<file path="src/rtl/boron_dec_key_seq.sv">
// boron_dec_key_seq
//   Sequences the Boron decryption key schedule. A final-round 80-bit key
//   state is loaded through a valid/ready port. The block then streams the
//   64-bit decryption round keys, last round first, to the cipher core under
//   a valid/ready handshake. The key register advances one inverse schedule
//   step per accepted round key and is zeroized whenever the block is idle.
//
//   state | meaning
//   ------+-------------------------------------------------------------
//   IDLE  | no job; key_reg and cnt are zero, key_in_ready high
//   RUN   | streaming round keys; rk_out = key_reg[63:0], rk_round = cnt
//
// Ports
//   clk           system clock, rising edge
//   rst           asynchronous active-high reset
//   key_in        80-bit final-round key state for a decryption job
//   key_in_valid  key_in is valid
//   key_in_ready  block accepts a key (IDLE only)
//   abort         cancel the current job and zeroize
//   rk_out        current round key (0 when not valid)
//   rk_round      index of rk_out, NUM_ROUNDS-1 down to 0
//   rk_valid      rk_out is valid
//   rk_ready      consumer accepts rk_out
//   rk_last       rk_valid at round 0
//   busy          job in progress

// Inverse Boron key schedule step: undo the round-counter XOR on bits
// [63:59], undo the S-box on the low nibble, then rotate right by 13.
module Dec_Key_Scheduler #(
  parameter int KEY_W = 80
) (
  input  logic [KEY_W-1:0] Prev_Key,
  input  logic [4:0]       Dec_Counter,
  output logic [KEY_W-1:0] Dec_Updated_Key
);

  function automatic logic [3:0] inv_sbox(input logic [3:0] v);
    logic [3:0] r;
    case (v)
      4'h0: r = 4'hA;
      4'h1: r = 4'h3;
      4'h2: r = 4'h9;
      4'h3: r = 4'hE;
      4'h4: r = 4'h1;
      4'h5: r = 4'hD;
      4'h6: r = 4'hF;
      4'h7: r = 4'h4;
      4'h8: r = 4'hC;
      4'h9: r = 4'h5;
      4'hA: r = 4'h7;
      4'hB: r = 4'h2;
      4'hC: r = 4'h6;
      4'hD: r = 4'h8;
      4'hE: r = 4'h0;
      default: r = 4'hB;
    endcase
    return r;
  endfunction

  logic [KEY_W-1:0] t;

  always_comb begin
    t = Prev_Key;
    t[63:59] = Prev_Key[63:59] ^ Dec_Counter;
    t[3:0] = inv_sbox(Prev_Key[3:0]);
    Dec_Updated_Key = {t[12:0], t[KEY_W-1:13]};
  end

endmodule

module boron_dec_key_seq #(
  parameter int NUM_ROUNDS = 26,
  parameter int KEY_W      = 80
) (
  input  logic             clk,
  input  logic             rst,
  input  logic [KEY_W-1:0] key_in,
  input  logic             key_in_valid,
  output logic             key_in_ready,
  input  logic             abort,
  output logic [63:0]      rk_out,
  output logic [4:0]       rk_round,
  output logic             rk_valid,
  input  logic             rk_ready,
  output logic             rk_last,
  output logic             busy
);

  typedef enum logic {IDLE = 1'b0, RUN = 1'b1} state_t;

  localparam logic [4:0] CNT_INIT = 5'(NUM_ROUNDS - 1);

  state_t           state, state_nxt;
  logic [KEY_W-1:0] key_reg, key_nxt;
  logic [4:0]       cnt, cnt_nxt;
  logic [KEY_W-1:0] dec_key;
  logic             in_run;

  Dec_Key_Scheduler #(.KEY_W(KEY_W)) u_dec_ks (
    .Prev_Key        (key_reg),
    .Dec_Counter     (cnt),
    .Dec_Updated_Key (dec_key)
  );

  always_ff @(posedge clk or posedge rst) begin
    if (rst) begin
      state   <= IDLE;
      key_reg <= '0;
      cnt     <= '0;
    end else begin
      state   <= state_nxt;
      key_reg <= key_nxt;
      cnt     <= cnt_nxt;
    end
  end

  always_comb begin
    state_nxt = state;
    key_nxt   = key_reg;
    cnt_nxt   = cnt;
    if (abort) begin
      // Abort wins over both handshakes; a round key handshaked on this
      // edge is still considered delivered by the consumer.
      state_nxt = IDLE;
      key_nxt   = '0;
      cnt_nxt   = '0;
    end else begin
      case (state)
        IDLE: begin
          if (key_in_valid) begin
            state_nxt = RUN;
            key_nxt   = key_in;
            cnt_nxt   = CNT_INIT;
          end
        end
        RUN: begin
          if (rk_ready) begin
            if (cnt == 5'd0) begin
              state_nxt = IDLE;
              key_nxt   = '0;
              cnt_nxt   = '0;
            end else begin
              key_nxt = dec_key;
              cnt_nxt = cnt - 5'd1;
            end
          end
        end
        default: begin
          state_nxt = IDLE;
          key_nxt   = '0;
          cnt_nxt   = '0;
        end
      endcase
    end
  end

  // Outputs decode registered state only; rk_out is gated so nothing of the
  // key leaks when not valid, even though key_reg is already zero in IDLE.
  assign in_run       = (state == RUN);
  assign key_in_ready = (state == IDLE);
  assign busy         = in_run;
  assign rk_valid     = in_run;
  assign rk_out       = in_run ? key_reg[63:0] : 64'd0;
  assign rk_round     = in_run ? cnt : 5'd0;
  assign rk_last      = in_run && (cnt == 5'd0);

endmodule

</file>
<file path="config.mk">
export PLATFORM = sky130hd
export DESIGN_NAME = boron_dec_key_seq
export DESIGN_NICKNAME = d
export VERILOG_FILES = /design/src/rtl/boron_dec_key_seq.sv
export SDC_FILE = /design/constraint.sdc
export NUM_CORES = 1
export LEC_CHECK = 0
export CAP_MARGIN = 20
export CORE_MARGIN = 2
export CORE_UTILIZATION = 48
export DETAILED_ROUTE_END_ITERATION = 6
export PLACE_DENSITY = 0.86
export SKIP_LAST_GASP = 1
export SYNTH_ARGS = -nofsm -noshare
export SYNTH_HDL_FRONTEND = slang
export SYNTH_SLANG_ARGS = --single-unit
export TNS_END_PERCENT = 10
</file>
<file path="constraint.sdc">
create_clock -name clk -period 3.4 [get_ports clk]
set_input_delay 0.85 -clock clk [delete_from_list [all_inputs] [get_ports clk]]
set_output_delay 0.85 -clock clk [all_outputs]
set_load 0.02 [all_outputs]
</file>
==> impl_metrics.py, run 1 <==
metrics = {
    "routing": {
        "via_per_inst": 6.08,
        "drcViolationCount": 0,
        "drt-initial-drc-count": 563,
        "drtPass1Iterations": 5,
        "drt-total-wl_um": 16300,
        "antenna_left": 0,
        "routed-via-count": 5056,
        "wl_per_cell_um": 19.6,
    },
    "layout": {
        "final_nets": 780,
        "final_common_cell": "clkdlybuf4s50_1",
        "drive_above_1_share": 0.103,
        "largest_reg_flops": 80,
        "fillers": 887,
        "layout_common_cells": "clkdlybuf4s50_1, dfrtp_1, a21oi_1",
        "final_area_sq_um": 7070,
        "utilization": 0.655,
        "diodes": 0,
        "syn_to_final_growth_pct": 33.9,
    },
    "grt": {
        "grt_max_degree": 81,
        "grt_use_total": 0.278,
        "antenna_found_initial": 0,
        "grt_overflow": 0,
        "grt_pass1_vias": 4859,
        "grt_pass1_wl_um": 25400,
    },
    "die": {
        "start_util": 0.489,
        "die_width_um": 109,
        "row_count": 38,
        "io_pins": 158,
        "die_area_sq_um": 11800,
        "die_h_um": 109,
        "core_area_sq_um": 10800,
    },
    "timing": {
        "setup_ws_ns": 0.277,
        "fin_crit_sh": 0.919,
        "fin_skew_ns": 0.0153,
        "maxSlewHeadroom": 0.462,
        "maxSlewViolCount": 0,
        "final.setup.tns_ns": 0,
        "finalSetupViolations": 0,
        "min_period_ns": 3.12,
        "hold_viol_final": 0,
        "rsz0062_at_grt": "false",
        "max_freq_ghz": 0.320,
        "worst_slew_pin_slew_ns": 0.807,
    },
    "logic_synthesis": {
        "synth-adder-area-share": 0.0190,
        "synth_seq_area_share": 0.408,
        "ys_ff_latch": 86,
        "post_synth_instance_area_sq_um": 5280,
        "yosys.area_share.simple": 0.191,
        "avgSynthCellArea_sq_um": 9.31,
        "yosysUniqueCellTypes": 35,
        "syn_nets": 660,
        "syn-instance-count": 567,
        "synth-xor-area-share": 0.00664,
        "synth-compound-area-share": 0.203,
        "synth_top_family_by_area": "compound AO/OA/AOI/OAI gates",
        "ys_warn_count": 0,
        "synth.area.mux_share": 0.0993,
    },
    "worst_setup_path": {
        "crit_path_start": "cnt[0]",
        "critPathCaptureType": "output port",
        "r2r_slack_ns": 1.03,
        "reg2regPathDepth": 6,
        "worstPathArrival_ns": 2.27,
        "startpoint_type": "register",
        "cp.required_ns": 2.55,
        "critPathMaxFanout": 5,
        "r2r-start": "cnt[0]",
        "path_class": "register to output port",
        "r2r_end": "key_reg[31]",
    },
    "cts": {
        "cts_buffers": 9,
        "h-tree-depth": 3,
        "cts_sinks": 86,
        "clkTransAtPathRegs_ns": 0.09,
        "clockRootBuffer": "clkbuf_8",
        "postCtsSetupBuffers": 0,
        "cts_max_path_buffers": 2,
        "cts_tree": "done",
        "clkLatencyLatePin_ns": 0.36,
    },
    "worst_hold_path": {
        "hold_end": "key_reg[64]",
        "whs_path_depth": 2,
        "hold_class": "register to register",
        "hp-start": "key_reg[77]",
    },
    "power": {
        "powerDensity_nw_per_um2": 380,
        "p_total_w": 0.00269,
        "peakVddDrop_uv": 271,
        "leakagePower_nw": 2.81,
    },
    "place": {
        "hpwlAfterDp_um": 11400,
        "place_area_sq_um": 6820,
        "io_buffers": 157,
        "place_congestion": 0.901,
        "dpl_worst_slack_ns": 0.399,
    },
    "run_status": {
        "status": "finished, final reports clean",
    },
    "run": {
        "maxCapViolCount": 0,
    },
}
==> per-stage QoR <==
stage	cells	hold WS, ns
2_1_floorplan	567	0.508
3_3_place_gp	816	0.533
3_5_place_dp	816	0.530
4_1_cts	832	0.545
5_1_grt	832	0.568
6_report	832	0.545
==> area by class of cell <==
class | instances | area (sq um) | area share
Multi-Input combinational cell | 409 | 2760 | 0.390
Sequential cell | 86 | 2150 | 0.305
Timing Repair Buffer | 170 | 1700 | 0.240
Tap cell | 140 | 175 | 0.0248
Clock buffer | 9 | 124 | 0.0175
Clock inverter | 7 | 121 | 0.0172
Inverter | 11 | 42.5 | 0.00602
==> synthesized netlist by cell type <==
cell type,n,share of area
buf_6,4,0.0085
dfrtp_1,86,0.41
and2_1,66,0.078
buf_1,5,0.0036
mux2i_1,13,0.025
nand3_1,76,0.072
buf_4,3,0.0043
clkbuf_1,25,0.018
nor2b_1,5,0.0059
nand4bb_1,1,0.0021
nand3b_1,1,0.0014
a21oi_1,79,0.075
a22oi_1,67,0.095
o22ai_1,4,0.0047
buf_2,19,0.018
clkinv_1,1,0.00071
or3b_2,1,0.0017
clkbuf_8,5,0.013
and3b_1,1,0.0017
mux2_2,29,0.062
o22a_1,12,0.020
nand2b_1,2,0.0024
or4b_1,1,0.0019
nand2_1,16,0.011
or4_1,1,0.0014
o21ai_0,5,0.0047
inv_2,1,0.00071
a31oi_1,3,0.0036
nor2_1,7,0.0050
ha_1,8,0.019
inv_1,9,0.0064
mux4_2,3,0.013
nand4b_1,3,0.0050
xor2_1,4,0.0066
nor3_1,1,0.00095
==> how the worst max path moves through the flow <==
stage,end,slack (ns)
final,rk_last,0.28
after floorplan,busy,0.33
after CTS,rk_last,0.27
after global routing,rk_last,0.20
after detailed placement,rk_last,0.40
after global placement,rk_last,0.47
==> kinds of logic after synthesis <==
| kind of cell | Yosys count |
|---|---|
| xor gates and xnor gates | 4 |
| muxes | 45 |
| adders and majority gates | 8 |
| buffers and inverters | 72 |
| and+or+nand+nor | 182 |
| DFF | 86 |
| AOI/OAI and AO/OA | 170 |
==> per-layer routing <==
layer,global-route usage,up-vias,part of all wire,routed length (um)
li1,-,2294,-,-
met1,0.385,2460,0.41,6720
met2,0.444,276,0.48,7840
met3,0.0460,26,0.086,1390
met4,0.0943,0,0.019,316
met5,0,-,0,0
==> power by group <==
part           switching, W  leakage, nW  internal, W
registers         0.0000704         1.16      0.00109
clock network      0.000390        0.124     0.000492
logic              0.000348         1.53     0.000296
==> critical path, stage by stage, from the launching register on <==
cell and delay [ns]:
dfrtp_1 0.42, inv_1 0.12, ha_1 0.23, or4b_2 0.67
nor2_1 0.13, dlygate4sd2_1 0.36
==> repair_timing <==
item | in CTS | in global routing
endpoints found under the setup margin | 1 | 0
gates resized for setup | 1 | 0
hold buffers | 0 | 0
Note: power is estimated with default switching activity, not from simulation.
==> run 2: changes to the inputs <==
--- a/config.mk
+++ b/config.mk
@@ -9,5 +9,6 @@
 export CORE_MARGIN = 2
-export CORE_UTILIZATION = 48
+export CORE_UTILIZATION = 49
+export CTS_BUF_LIST = sky130_fd_sc_hd__clkbuf_4 sky130_fd_sc_hd__clkbuf_8
 export DETAILED_ROUTE_END_ITERATION = 6
-export PLACE_DENSITY = 0.86
+export PLACE_DENSITY = 0.88
 export SKIP_LAST_GASP = 1
==> constraint.sdc (replaced) <==
create_clock -name clk -period 3.4 [get_ports clk]
set_input_delay 0.51 -clock clk [delete_from_list [all_inputs] [get_ports clk]]
set_output_delay 0.51 -clock clk [all_outputs]
set_load 0.02 [all_outputs]
==> run 2 against run 1 <==
Hold slack worse by 0.19 ns. Cell area shrank 0.60%. Clock skew down 0.0041 ns. Clock power fell by 14%. Highest routed layer unchanged. Die area fell by 2.0%. Final cell count shrank 0.24%. Largest power group unchanged.
==> impl_metrics.py, run 2 (synthesis results as in run 1) <==
metrics = {
    "timing": {
        "fin_skew_ns": 0.0112,
        "hold_viol_final": 0,
        "final.setup.tns_ns": 0,
        "maxSlewHeadroom": 0.417,
        "maxSlewViolCount": 0,
        "worst_slew_pin_slew_ns": 0.875,
        "fin_crit_sh": 0.898,
        "max_freq_ghz": 0.327,
        "min_period_ns": 3.05,
        "finalSetupViolations": 0,
        "hold_ws_ns": 0.351,
        "rsz0062_at_grt": "false",
    },
    "power": {
        "p_seq_frac": 0.456,
        "swShare": 0.322,
        "leakagePower_nw": 2.79,
        "netSwitchingPower_w": 0.000825,
        "intPower_w": 0.00174,
        "clockPowerShare": 0.295,
        "peakVddDrop_uv": 248,
        "powerDensity_nw_per_um2": 364,
        "p_comb_frac": 0.249,
    },
    "worst_setup_path": {
        "path_class": "register to output port",
        "critPathMaxFanout": 5,
        "worstPathArrival_ns": 2.54,
        "reg2regPathDepth": 6,
        "cp.required_ns": 2.89,
        "startpoint_type": "register",
        "critPathCaptureType": "output port",
    },
    "grt": {
        "grt_pass1_vias": 4995,
        "use_met2": 0.454,
        "antenna_found_initial": 0,
        "grt_max_degree": 81,
        "use_met3": 0.0533,
        "grt_use_total": 0.290,
        "use_met1": 0.391,
        "grt.busiest_layer": "met2",
        "grt_pass1_wl_um": 26000,
        "grt_overflow": 0,
    },
    "routing": {
        "drcViolationCount": 0,
        "routed-via-count": 5077,
        "drt-total-wl_um": 16600,
        "wl_per_cell_um": 20.0,
        "via_per_inst": 6.12,
        "drtPass1Iterations": 5,
        "drt-initial-drc-count": 488,
        "antenna_left": 0,
    },
    "cts": {
        "clkTransAtPathRegs_ns": 0.09,
        "cts_hold_buf": 0,
        "clkLatencyLatePin_ns": 0.37,
        "cts_tree": "done",
        "cts_resized": 0,
        "cts_buffers": 9,
        "postCtsSetupBuffers": 0,
        "cts_sinks": 86,
        "h-tree-depth": 3,
        "clockRootBuffer": "clkbuf_8",
        "cts_max_path_buffers": 2,
    },
    "die": {
        "start_util": 0.509,
        "die_area_sq_um": 11600,
        "core_area_sq_um": 10400,
        "io_pins": 158,
        "die_width_um": 108,
        "row_count": 37,
        "die_h_um": 108,
    },
    "place": {
        "hpwlAfterDp_um": 11800,
        "io_buffers": 157,
        "placed_cells": 814,
        "place_congestion": 0.969,
    },
    "layout": {
        "final_nets": 782,
        "final_common_cell": "clkdlybuf4s50_1",
        "syn_to_final_growth_pct": 33.1,
        "drive_above_1_share": 0.105,
        "fillers": 835,
        "largest_reg_flops": 80,
        "stdcell_count": 830,
        "layout_common_cells": "clkdlybuf4s50_1, dfrtp_1, a21oi_1",
        "utilization": 0.677,
        "diodes": 0,
    },
    "run_status": {
        "status": "finished, final reports clean",
    },
    "worst_hold_path": {
        "hold_class": "input pin to asynchronous set/reset pin",
    },
    "run": {
        "maxCapViolCount": 0,
    },
}
-- run 2: worst paths after layout --
path                                   from          end  slack (ns)
worst min register to register  key_reg[49]  key_reg[36]        0.54
worst min-delay path                    rst  key_reg[12]        0.35
worst max-delay path                 cnt[0]      rk_last        0.35
worst max register to register       cnt[0]  key_reg[32]        1.01
min in group clk                key_reg[49]  key_reg[36]        0.54
max in group asynchronous               rst  key_reg[43]        2.38
-- run 2: metal layers --
layer | wire, um | vias to the layer above
met2 | 7900 | 259
met5 | 0 | -
met4 | 658 | 0
met1 | 6730 | 2480
li1 | - | 2298
met3 | 1270 | 40
-- run 2: worst max-delay path, stage by stage, from the launching register on --
cell and delay [ns]:
dfrtp_1 0.43, inv_1 0.12, ha_1 0.24, or4b_2 0.64, nor2_1 0.12, clkdlybuf4s50_1 0.62
-- run 2: layout make-up --
class | count | area [sq um] | area share
Clock inverter | 7 | 80.1 | 0.0114
Multi-Input combinational cell | 409 | 2760 | 0.392
Timing Repair Buffer | 172 | 1700 | 0.242
Clock buffer | 9 | 124 | 0.0176
Tap cell | 136 | 170 | 0.0242
Inverter | 11 | 42.5 | 0.00606
Sequential cell | 86 | 2150 | 0.307
-- run 2: power groups by stage --
stage / Clock [W] / Sequential [W] / Combinational, W
after floorplan: 0 / 0.00115 / 0.000438
after global placement: 0 / 0.00118 / 0.000617
after detailed placement: 0 / 0.00118 / 0.000632
after CTS: 0.000762 / 0.00116 / 0.000635
after global routing: 0.000806 / 0.00118 / 0.000687
final: 0.000756 / 0.00117 / 0.000637
-- run 2: stage by stage --
step | cell area, sq um | power [W] | setup WS [ns]
final | 7030 | 0.00256 | 0.346
after CTS | 7030 | 0.00256 | 0.356
after detailed placement | 6820 | 0.00182 | 0.780
after floorplan | 5280 | 0.00158 | 0.668
after global placement | 6820 | 0.00180 | 0.844
after global routing | 7030 | 0.00267 | 0.264
